File: config.mk
export PLATFORM = sky130hd
export DESIGN_NAME = branch_predict_controller
export DESIGN_NICKNAME = d
export VERILOG_FILES = /design/src/rtl/branch_predict_controller.sv
export SDC_FILE = /design/constraint.sdc
export NUM_CORES = 1
export LEC_CHECK = 0
export ABC_AREA = 0
export BUFFER_PORTS_ARGS = -buffer_cell sky130_fd_sc_hd__buf_4
export CAP_MARGIN = 15
export CORE_ASPECT_RATIO = 0.5
export CORE_MARGIN = 10
export CORE_UTILIZATION = 45
export DETAILED_ROUTE_END_ITERATION = 10
export SETUP_SLACK_MARGIN = 0.3
export SYNTH_ARGS = -nofsm -noshare
export SYNTH_HDL_FRONTEND = slang
export SYNTH_SLANG_ARGS = --single-unit
File: constraint.sdc
create_clock -name clk -period 7 [get_ports clk]
set_input_delay 0.7 -clock clk [delete_from_list [all_inputs] [get_ports clk]]
set_output_delay 0.7 -clock clk [all_outputs]
set_load 0.1 [all_outputs]
File: src/rtl/branch_predict_controller.sv
// Branch prediction controller: 2-bit counter direction table, BTB write scheduling with
// IF-side forwarding of the uncommitted write, EX-stage mispredict detection and statistics.
module branch_predict_controller #(
  parameter int unsigned WORD_SIZE = 16,
  parameter int unsigned IDX_BITS  = 8,
  parameter logic [1:0]  CTR_INIT  = 2'b01
) (
  input  logic                 clk,
  input  logic                 reset_n,
  // IF-stage prediction
  input  logic [WORD_SIZE-1:0] IF_pc,
  output logic [WORD_SIZE-1:0] btb_read_addr,
  input  logic [WORD_SIZE-1:0] btb_read_data,
  output logic                 pred_taken,
  output logic [WORD_SIZE-1:0] pred_next_pc,
  // EX-stage resolution
  input  logic                 EX_valid,
  input  logic                 EX_is_branch,
  input  logic                 EX_is_cond,
  input  logic [WORD_SIZE-1:0] EX_pc,
  input  logic                 EX_taken,
  input  logic [WORD_SIZE-1:0] EX_target,
  input  logic                 EX_pred_taken,
  input  logic [WORD_SIZE-1:0] EX_pred_target,
  output logic                 mispredict,
  output logic [WORD_SIZE-1:0] redirect_pc,
  // BTB write port
  output logic                 BtbWrite,
  output logic [WORD_SIZE-1:0] btb_write_addr,
  output logic [WORD_SIZE-1:0] btb_write_data,
  // Statistics
  output logic [15:0]          stat_branches,
  output logic [15:0]          stat_mispredicts
);

  localparam int unsigned ENTRIES = 1 << IDX_BITS;

  typedef enum logic [2:0] {
    UPD_NONE,
    UPD_INC,
    UPD_DEC,
    UPD_SET_TAKEN,
    UPD_CLEAR
  } ctr_upd_e;

  logic [1:0]          ctr [ENTRIES];
  logic [IDX_BITS-1:0] if_idx;
  logic [IDX_BITS-1:0] ex_idx;
  logic [1:0]          ex_ctr;
  logic [1:0]          ctr_next;
  ctr_upd_e            upd_kind;
  logic                ex_take;
  logic                fwd_hit;
  logic [WORD_SIZE-1:0] pred_target;
  logic                dir_wrong;
  logic                tgt_wrong;

  assign if_idx        = IF_pc[IDX_BITS-1:0];
  assign ex_idx        = EX_pc[IDX_BITS-1:0];
  assign ex_ctr        = ctr[ex_idx];
  assign btb_read_addr = IF_pc;

  // The BTB only sees our write one cycle after BtbWrite rises, so a fetch of the
  // same PC in that cycle takes the target straight from the write registers.
  assign fwd_hit      = BtbWrite && (btb_write_addr == IF_pc);
  assign pred_target  = fwd_hit ? btb_write_data : btb_read_data;
  assign pred_taken   = ctr[if_idx][1];
  assign pred_next_pc = pred_taken ? pred_target : IF_pc + WORD_SIZE'(1);

  assign dir_wrong  = EX_taken != EX_pred_taken;
  assign tgt_wrong  = EX_taken && (EX_target != EX_pred_target);
  assign mispredict = EX_valid && (EX_is_branch ? (dir_wrong || tgt_wrong) : EX_pred_taken);
  assign redirect_pc = (EX_is_branch && EX_taken) ? EX_target : EX_pc + WORD_SIZE'(1);

  assign ex_take = EX_valid && EX_is_branch && EX_taken;

  // A non-branch that was predicted taken aliased onto a branch entry; clearing the
  // counter stops the same fetch PC from being steered away again.
  always_comb begin
    // NOTE: every always_comb output gets a default first so no path infers a latch.
    upd_kind = UPD_NONE;
    if (EX_valid) begin
      if (EX_is_branch) begin
        if (!EX_is_cond)    upd_kind = UPD_SET_TAKEN;
        else if (EX_taken)  upd_kind = UPD_INC;
        else                upd_kind = UPD_DEC;
      end else if (EX_pred_taken) begin
        upd_kind = UPD_CLEAR;
      end
    end
  end

  always_comb begin
    ctr_next = ex_ctr;
    unique case (upd_kind)
      UPD_INC:       ctr_next = (ex_ctr == 2'b11) ? 2'b11 : ex_ctr + 2'b01;
      UPD_DEC:       ctr_next = (ex_ctr == 2'b00) ? 2'b00 : ex_ctr - 2'b01;
      UPD_SET_TAKEN: ctr_next = 2'b11;
      UPD_CLEAR:     ctr_next = 2'b00;
      default:       ctr_next = ex_ctr;
    endcase
  end

  always_ff @(posedge clk) begin
    if (!reset_n) begin
      // NOTE: the counter table is reset explicitly because prediction depends on a
      // known CTR_INIT in every entry; this keeps it in flops rather than a RAM macro.
      for (int i = 0; i < ENTRIES; i++) begin
        ctr[i] <= CTR_INIT;
      end
    end else if (upd_kind != UPD_NONE) begin
      // NOTE: sequential state uses non-blocking assignment so every flop samples
      // pre-edge values regardless of statement order.
      ctr[ex_idx] <= ctr_next;
    end
  end

  // Address/data hold their last values between writes; only the enable pulses.
  always_ff @(posedge clk) begin
    if (!reset_n) begin
      BtbWrite       <= 1'b0;
      btb_write_addr <= '0;
      btb_write_data <= '0;
    end else begin
      BtbWrite <= ex_take;
      if (ex_take) begin
        btb_write_addr <= EX_pc;
        btb_write_data <= EX_target;
      end
    end
  end

  always_ff @(posedge clk) begin
    if (!reset_n) begin
      stat_branches    <= '0;
      stat_mispredicts <= '0;
    end else begin
      if (EX_valid && EX_is_branch) stat_branches <= stat_branches + 16'd1;
      if (mispredict)               stat_mispredicts <= stat_mispredicts + 16'd1;
    end
  end

endmodule

==> impl_metrics.csv, run 1 <==
group,metric,value,unit
worst_setup_path,path_class,"in2out",
global_routing,grt-ovfl-total,0,
worst_setup_path,start_kind,"primary input",
global_routing,grt_max_degree,137,
yosys,synth-seq-cells,577,
worst_setup_path,critPathMaxFanout,32,
final_layout,syn_to_final_growth,11.7,%
clocking,cts.repair.resized,0,
worst_setup_path,worstPathArrival,4.80,ns
final_layout,fin_util,0.512,
global_routing,grt_util_met1,0.374,
route,vias,25800,
route,drtIter0Drc,4360,
timing,clock_skew,0.0337,ns
final_layout,n_fill_cell,6096,
route,drc,0,
yosys,ys_top_cells_by_area,"edfxtp_1, mux4_2, nand2_1",
worst_setup_path,cp.required,6.30,ns
clocking,cts_buffer_depth,3,
final_layout,seqCellArea,0.0167,mm2
global_routing,met2_usage,0.393,
global_routing,antenna_found_initial,4,
timing,rsz0062_at_grt,"no",
yosys,synth_compound_area_frac,0.0922,
clocking,cts.hold.buffers_added,0,
yosys,synth_common_cells,"nand2_1, edfxtp_1, nor2_1",
timing,slew_headroom,0.149,
clocking,cts-root-buf,"clkbuf_16",
route,drt-total-wl,117,mm
route,first_pass_iters,6,
yosys,synthXorXnorAreaFrac,0.0244,
route,ant_nets,0,
global_routing,grtUsageTotal,0.273,
timing,finalSetupViolCount,0,
worst_setup_path,end_kind,"output pin",
timing,maxSlewViolCount,0,
yosys,syn-mean-instance-area,10.9,um2
clocking,cts_made_buffers,55,
floorplanning,io_pins,202,
pwr,power_density,231,mW/mm2
timing,fin_setup_tns,0,ns
worst_setup_path,rrSetupSlack,2.58,ns
timing,finalHoldViolCount,0,
yosys,synth_seq_area_share,0.522,
yosys,synth-edff-count,512,
timing,worst_slew_pin_slew,1.27,ns
route,routedWlPerCell,29.9,um
route,vias_per_cell,6.58,
yosys,synth_top_area_frac,0.481,
clocking,htree_levels,2,
floorplanning,dieArea,0.0827,mm2
yosys,yosys_warnings,0,
clocking,clock_sinks,577,
clocking,cts_tree,"built",
yosys,synth_ff_type,"edfxtp_1",
floorplanning,core_area,0.0697,mm2
timing,fin_crit_sh,0.785,
floorplanning,start_util,0.459,
yosys,netlist_instances,2931,
floorplanning,fp.dieW,397,um
pwr,peakVddDrop,0.000203,V
min_path,hp-class,"in2reg",
run,maxCapViolations,0,
yosys,async_flop_share,0,
placement,numPortBuffers,201,
placement,place_inst,3820,
final_layout,finalNonFillerCells,3925,
floorplanning,rows,68,
yosys,synthAdderAreaFrac,0.00274,
global_routing,grt_pass1_wl,170,mm
yosys,syn_area,0.0320,mm2
yosys,synth_cell_types,56,
clocking,clk_latency,0.66,ns
yosys,synth_top_family_by_area,"multiplexers",
yosys,synth_nets,3025,
final_layout,final_nets,3027,
timing,setup_slack,1.50,ns
final_layout,drive_gt1_frac,0.178,
clocking,path_clk_slew,0.06,ns
pwr,p_leak,12.1,nW
placement,place_hpwl,75.8,mm
global_routing,gr-usage-met3,0.0970,
timing,whs,0.319,ns
yosys,yosys-mux-area-fraction,0.156,
global_routing,grt_pass1_vias,24300,
floorplanning,die_h,208,um
outcome,status,"finished clean",
placement,dp_slack,1.51,ns
timing,period_needed,5.50,ns
yosys,yosysMostFrequentCell,"nand2_1",
final_layout,multi_input_area,0.0138,mm2
yosys,synthSimpleGateAreaFrac,0.154,
timing,fmax,182,MHz
global_routing,busiest_layer,"met2",
yosys,yosysTopAreaCell,"edfxtp_1",
placement,place.gp.congestion,0.924,
clocking,post-cts-setup-buffers,0,
-- through the flow --
| stage | power (W) | instance area [um2] |
|---|---|---|
| after global placement | 0.00528 | 34000 |
| after CTS | 0.00821 | 35700 |
| after global routing | 0.00843 | 35700 |
| final | 0.00825 | 35700 |
| after detailed placement | 0.00529 | 34000 |
| after floorplan | 0.00482 | 32000 |
-- per-layer routing --
layer | share of wire | wire length, um
met5 | 0.00011 | 13
met1 | 0.38 | 45000
met3 | 0.15 | 17800
met2 | 0.42 | 49700
met4 | 0.042 | 4910
-- power by group --
part           leakage (nW)  internal (W)  switching, W
registers              4.98       0.00379     0.0000432
clock network         0.829       0.00161       0.00139
logic                  6.28      0.000357       0.00106
total                  12.1       0.00576       0.00249
-- critical path, stage by stage --
cell     delay, ns
buf_4         0.51
buf_12        0.33
mux4_2        0.55
mux4_2        0.63
mux4_2        0.54
mux4_2        0.80
mux2i_1       0.27
buf_4         0.32
-- final timing paths --
kind,startpoint,endpoint,depth (start not counted)
min,EX_target[0],btb_write_data[0]$_SDFFE_PN0P_,3
max,IF_pc[0],pred_next_pc[15],8
min reg2reg,btb_write_data[12]$_SDFFE_PN0P_,btb_write_data[12]$_SDFFE_PN0P_,2
max reg2reg,ctr[218][1]$_SDFFCE_PN0P_,ctr[46][0]$_SDFFCE_PN1P_,11
-- layout make-up --
type | count | area share
clock buffers | 74 | 0.0420
flip-flops and latches | 577 | 0.467
diodes | 3 | 0.000210
clock inverters | 27 | 0.00589
inverters | 9 | 0.000947
multi-input cells | 2013 | 0.387
repair buffers | 277 | 0.0637
well taps | 945 | 0.0331
-- state kept, by name (all words and copies together) (netlist names) --
signal            flops
ctr                 512
btb_write_addr       16
btb_write_data       16
stat_branches        16
stat_mispredicts     16
BtbWrite              1
-- cells by family (layout without fill, tap and decap cells) --
kind of cell    count (synthesis)  in the layout
simple gates                 1154           1154
flops                         577            577
compound gates                449            449
buf+inv                       341            387
mux                           314            314
xor+xnor                       89             89
fa+ha+maj                       7              7
other cells                     0              3
-- cells in the final DEF, fill, tap and decap left out, types with 4 or more instances in the layout --
| cell type | count |
|---|---|
| clkinv_1 | 14 |
| buf_4 | 260 |
| or2_2 | 5 |
| o2111ai_1 | 6 |
| nand2_1 | 568 |
| mux4_2 | 147 |
| and4_1 | 4 |
| nand4_1 | 20 |
| a221oi_1 | 4 |
| nor2_1 | 240 |
| and2_1 | 6 |
| dfxtp_1 | 65 |
| xor2_1 | 37 |
| mux2_2 | 4 |
| a22oi_1 | 64 |
| nor2_2 | 4 |
| and3_2 | 6 |
| o211ai_1 | 89 |
| clkbuf_16 | 56 |
| o21ai_0 | 119 |
| ha_1 | 7 |
| clkbuf_8 | 4 |
| nand2b_1 | 4 |
| a21oi_1 | 68 |
| clkbuf_1 | 15 |
| xnor2_1 | 52 |
| edfxtp_1 | 512 |
| buf_12 | 14 |
| o21bai_1 | 78 |
| nor3_1 | 198 |
| mux2i_1 | 163 |
| nor2b_1 | 5 |
| nand3_1 | 43 |
| inv_1 | 7 |
| clkinv_2 | 6 |
| and3_1 | 22 |
| nor4_1 | 12 |
No activity file was read; power rests on OpenSTA's default activity.
==> run 2: changes to the inputs <==
Settings changed: ABC_AREA 0 to 1.
Clock period 7 ns to 4.45 ns, I/O delays scaled along.
==> impl_metrics.csv, run 2 <==
group,metric,value,unit
yosys,synth_nets,4767,
worst_setup_path,crit_chain,"buf_8 -> clkinv_2 -> buf_12 -> buf_4 -> buf_4 -> o21ai_0 -> nand2_1 -> nand2_1 -> nand4_1 -> nand3_1 -> nand3_1 -> nand2_1 -> nand3_1 -> nand2_2 -> clkinvlp_4 -> buf_4 -> o21ai_0 -> buf_4",
final_layout,final_nets,4825,
floorplanning,dieArea,0.0886,mm2
placement,place.gp.congestion,0.938,
final_layout,drive_gt1_frac,0.0960,
timing,clock_skew,0.0294,ns
route,ant_nets,0,
route,drtIter0Drc,4652,
timing,fin_crit_sh,0.904,
outcome,status,"finished clean",
final_layout,n_fill_cell,7220,
final_layout,layout_common_cells,"nand2_1, nor2_1, inv_1",
clocking,cts_buffer_depth,3,
yosys,syn-mean-instance-area,7.37,um2
final_layout,finalNonFillerCells,5797,
clocking,clk_latency,0.65,ns
timing,worst_slew_pin_slew,1.14,ns
worst_setup_path,critPathMaxFanout,38,
final_layout,regMostFlops,"ctr",
yosys,yosysMostFrequentCell,"nand2_1",
worst_setup_path,crit_buf_inv,8,
pwr,power_density,342,mW/mm2
placement,numPortBuffers,201,
route,drt-total-wl,132,mm
timing,fmax,249,MHz
route,vias,33300,
global_routing,grt_max_degree,169,
yosys,yosys_warnings,0,
clocking,cts_made_buffers,56,
floorplanning,core_area,0.0755,mm2
floorplanning,rows,71,
clocking,htree_levels,2,
timing,finalSetupViolCount,0,
timing,rsz0062_at_grt,"no",
clocking,path_clk_slew,0.07,ns
placement,place_hpwl,87.9,mm
route,routedWlPerCell,22.8,um
floorplanning,io_pins,202,
timing,slew_headroom,0.240,
final_layout,syn_to_final_growth,13.9,%
global_routing,grt-ovfl-total,0,
route,drc,0,
global_routing,antenna_found_initial,4,
worst_setup_path,start_kind,"primary input",
timing,finalHoldViolCount,0,
floorplanning,die_h,216,um
placement,place_inst,5693,
yosys,synth_top_area_frac,0.447,
timing,period_needed,4.02,ns
yosys,synth-edff-count,512,
global_routing,grt_pass1_wl,195,mm
run,maxCapViolations,0,
yosys,async_flop_share,0,
route,first_pass_iters,6,
min_path,hp-class,"in2reg",
global_routing,grt_pass1_vias,30900,
global_routing,grtUsageTotal,0.285,
worst_setup_path,path_class,"in2out",
floorplanning,fp.dieW,411,um
yosys,synth_common_cells,"nand2_1, nor2_1, inv_1",
floorplanning,start_util,0.456,
yosys,synth_seq_area_share,0.484,
yosys,synth_cell_types,37,
yosys,synth-seq-cells,577,
yosys,yosysTopAreaCell,"edfxtp_1",
clocking,cts_tree,"built",
worst_setup_path,end_kind,"output pin",
final_layout,fin_util,0.519,
worst_setup_path,cpMaxStageDelayCell,"buf_4",
pwr,peakVddDrop,0.000271,V
clocking,cts-root-buf,"clkbuf_16",
worst_setup_path,cp_top_family,"buffers and inverters",
route,vias_per_cell,5.75,
final_layout,layout_commonest_cell,"nand2_1",
worst_setup_path,cp.required,4.01,ns
yosys,ys_top_cells_by_area,"edfxtp_1, nand2_1, nor2_1",
clocking,cts.hold.buffers_added,0,
clocking,clock_sinks,577,
pwr,p_leak,14.8,nW
yosys,netlist_instances,4673,
yosys,syn_area,0.0344,mm2
timing,maxSlewViolCount,0,
worst_setup_path,crit_top_cell,"buf_4",
final_layout,largest_reg_flops,512,
yosys,synth_ff_type,"edfxtp_1",
worst_setup_path,worstPathArrival,3.58,ns
worst_setup_path,slowest_delay,0.33,ns
## run 2: cell types whose count changed after synthesis, sizes merged, moves of 109 or more
| cell | previous run | this run |
|---|---|---|
| o21ai | 121 | 403 |
| nor3 | 198 | 19 |
| nor2 | 245 | 948 |
| nand4 | 20 | 273 |
| mux2i | 163 | 0 |
| nand2 | 568 | 1094 |
| inv | 9 | 586 |
| mux4 | 147 | 0 |
| nand3 | 44 | 153 |
## run 2: what timing repair did
item,in CTS,in global routing
gates resized for setup,1,4
endpoints found under the setup margin,1,17
buffers inserted,2,0
## run 2: final cells by class
cell class | instances | area [um2] | share of cell area
Clock inverter | 22 | 196 | 0.00501
Sequential cell | 577 | 16700 | 0.425
Inverter | 596 | 2250 | 0.0574
Multi-Input combinational cell | 3145 | 14000 | 0.356
Timing Repair Buffer | 355 | 3260 | 0.0831
Antenna cell | 2 | 5.00 | 0.000128
Clock buffer | 78 | 1570 | 0.0400
Tap cell | 1022 | 1280 | 0.0326
## run 2: worst min-delay path, stage by stage
cell	delay, ns
buf_4	0.11
nand2_1	0.05
o31ai_1	0.05
## run 2: cell families after synthesis
kind of cell    count (synthesis)  share of synthesized area
buf+inv                       951                      0.111
xor+xnor                       35                    0.00891
fa+ha+maj                       7                    0.00254
flops                         577                      0.484
compound gates                593                     0.0893
mux                            12                    0.00393
simple gates                 2498                      0.299
## run 2: final timing paths
check	to	slack, ns	from	cells past startpoint
worst max-delay path	pred_next_pc[3]	0.43	IF_pc[0]	18
worst min-delay path	btb_write_data[8]$_SDFFE_PN0P_	0.06	EX_target[8]	3
worst max register to register	ctr[19][0]$_SDFFCE_PN1P_	1.22	ctr[164][1]$_SDFFCE_PN0P_	18
worst min register to register	stat_branches[15]$_SDFFE_PN0P_	0.46	stat_branches[15]$_SDFFE_PN0P_	2
## run 2: stage by stage
| step | setup TNS (ns) | cell area [um2] | setup WS (ns) | hold WS [ns] | power (W) |
|---|---|---|---|---|---|
| finish | 0 | 39200 | 0.427 | 0.0608 | 0.0134 |
| global route | 0 | 39200 | 0.290 | 0.0577 | 0.0138 |
| CTS | 0 | 39200 | 0.393 | 0.0370 | 0.0134 |
| detailed placement | 0 | 37400 | 0.309 | 0.454 | 0.00859 |
| global placement | 0 | 37400 | 0.287 | 0.450 | 0.00857 |
| floorplan | -1.57 | 34400 | -0.262 | 0.558 | 0.00766 |
## run 2: power by group
group | switching (W) | internal (W)
Sequential | 0.0000634 | 0.00598
Combinational | 0.00187 | 0.000623
Clock | 0.00220 | 0.00267
## run 2: layer usage
metal | routed length, um | global-route usage
met1 | 53000 | 0.394
met2 | 56500 | 0.430
met3 | 17900 | 0.0749
met4 | 4620 | 0.0941
met5 | 26 | 0
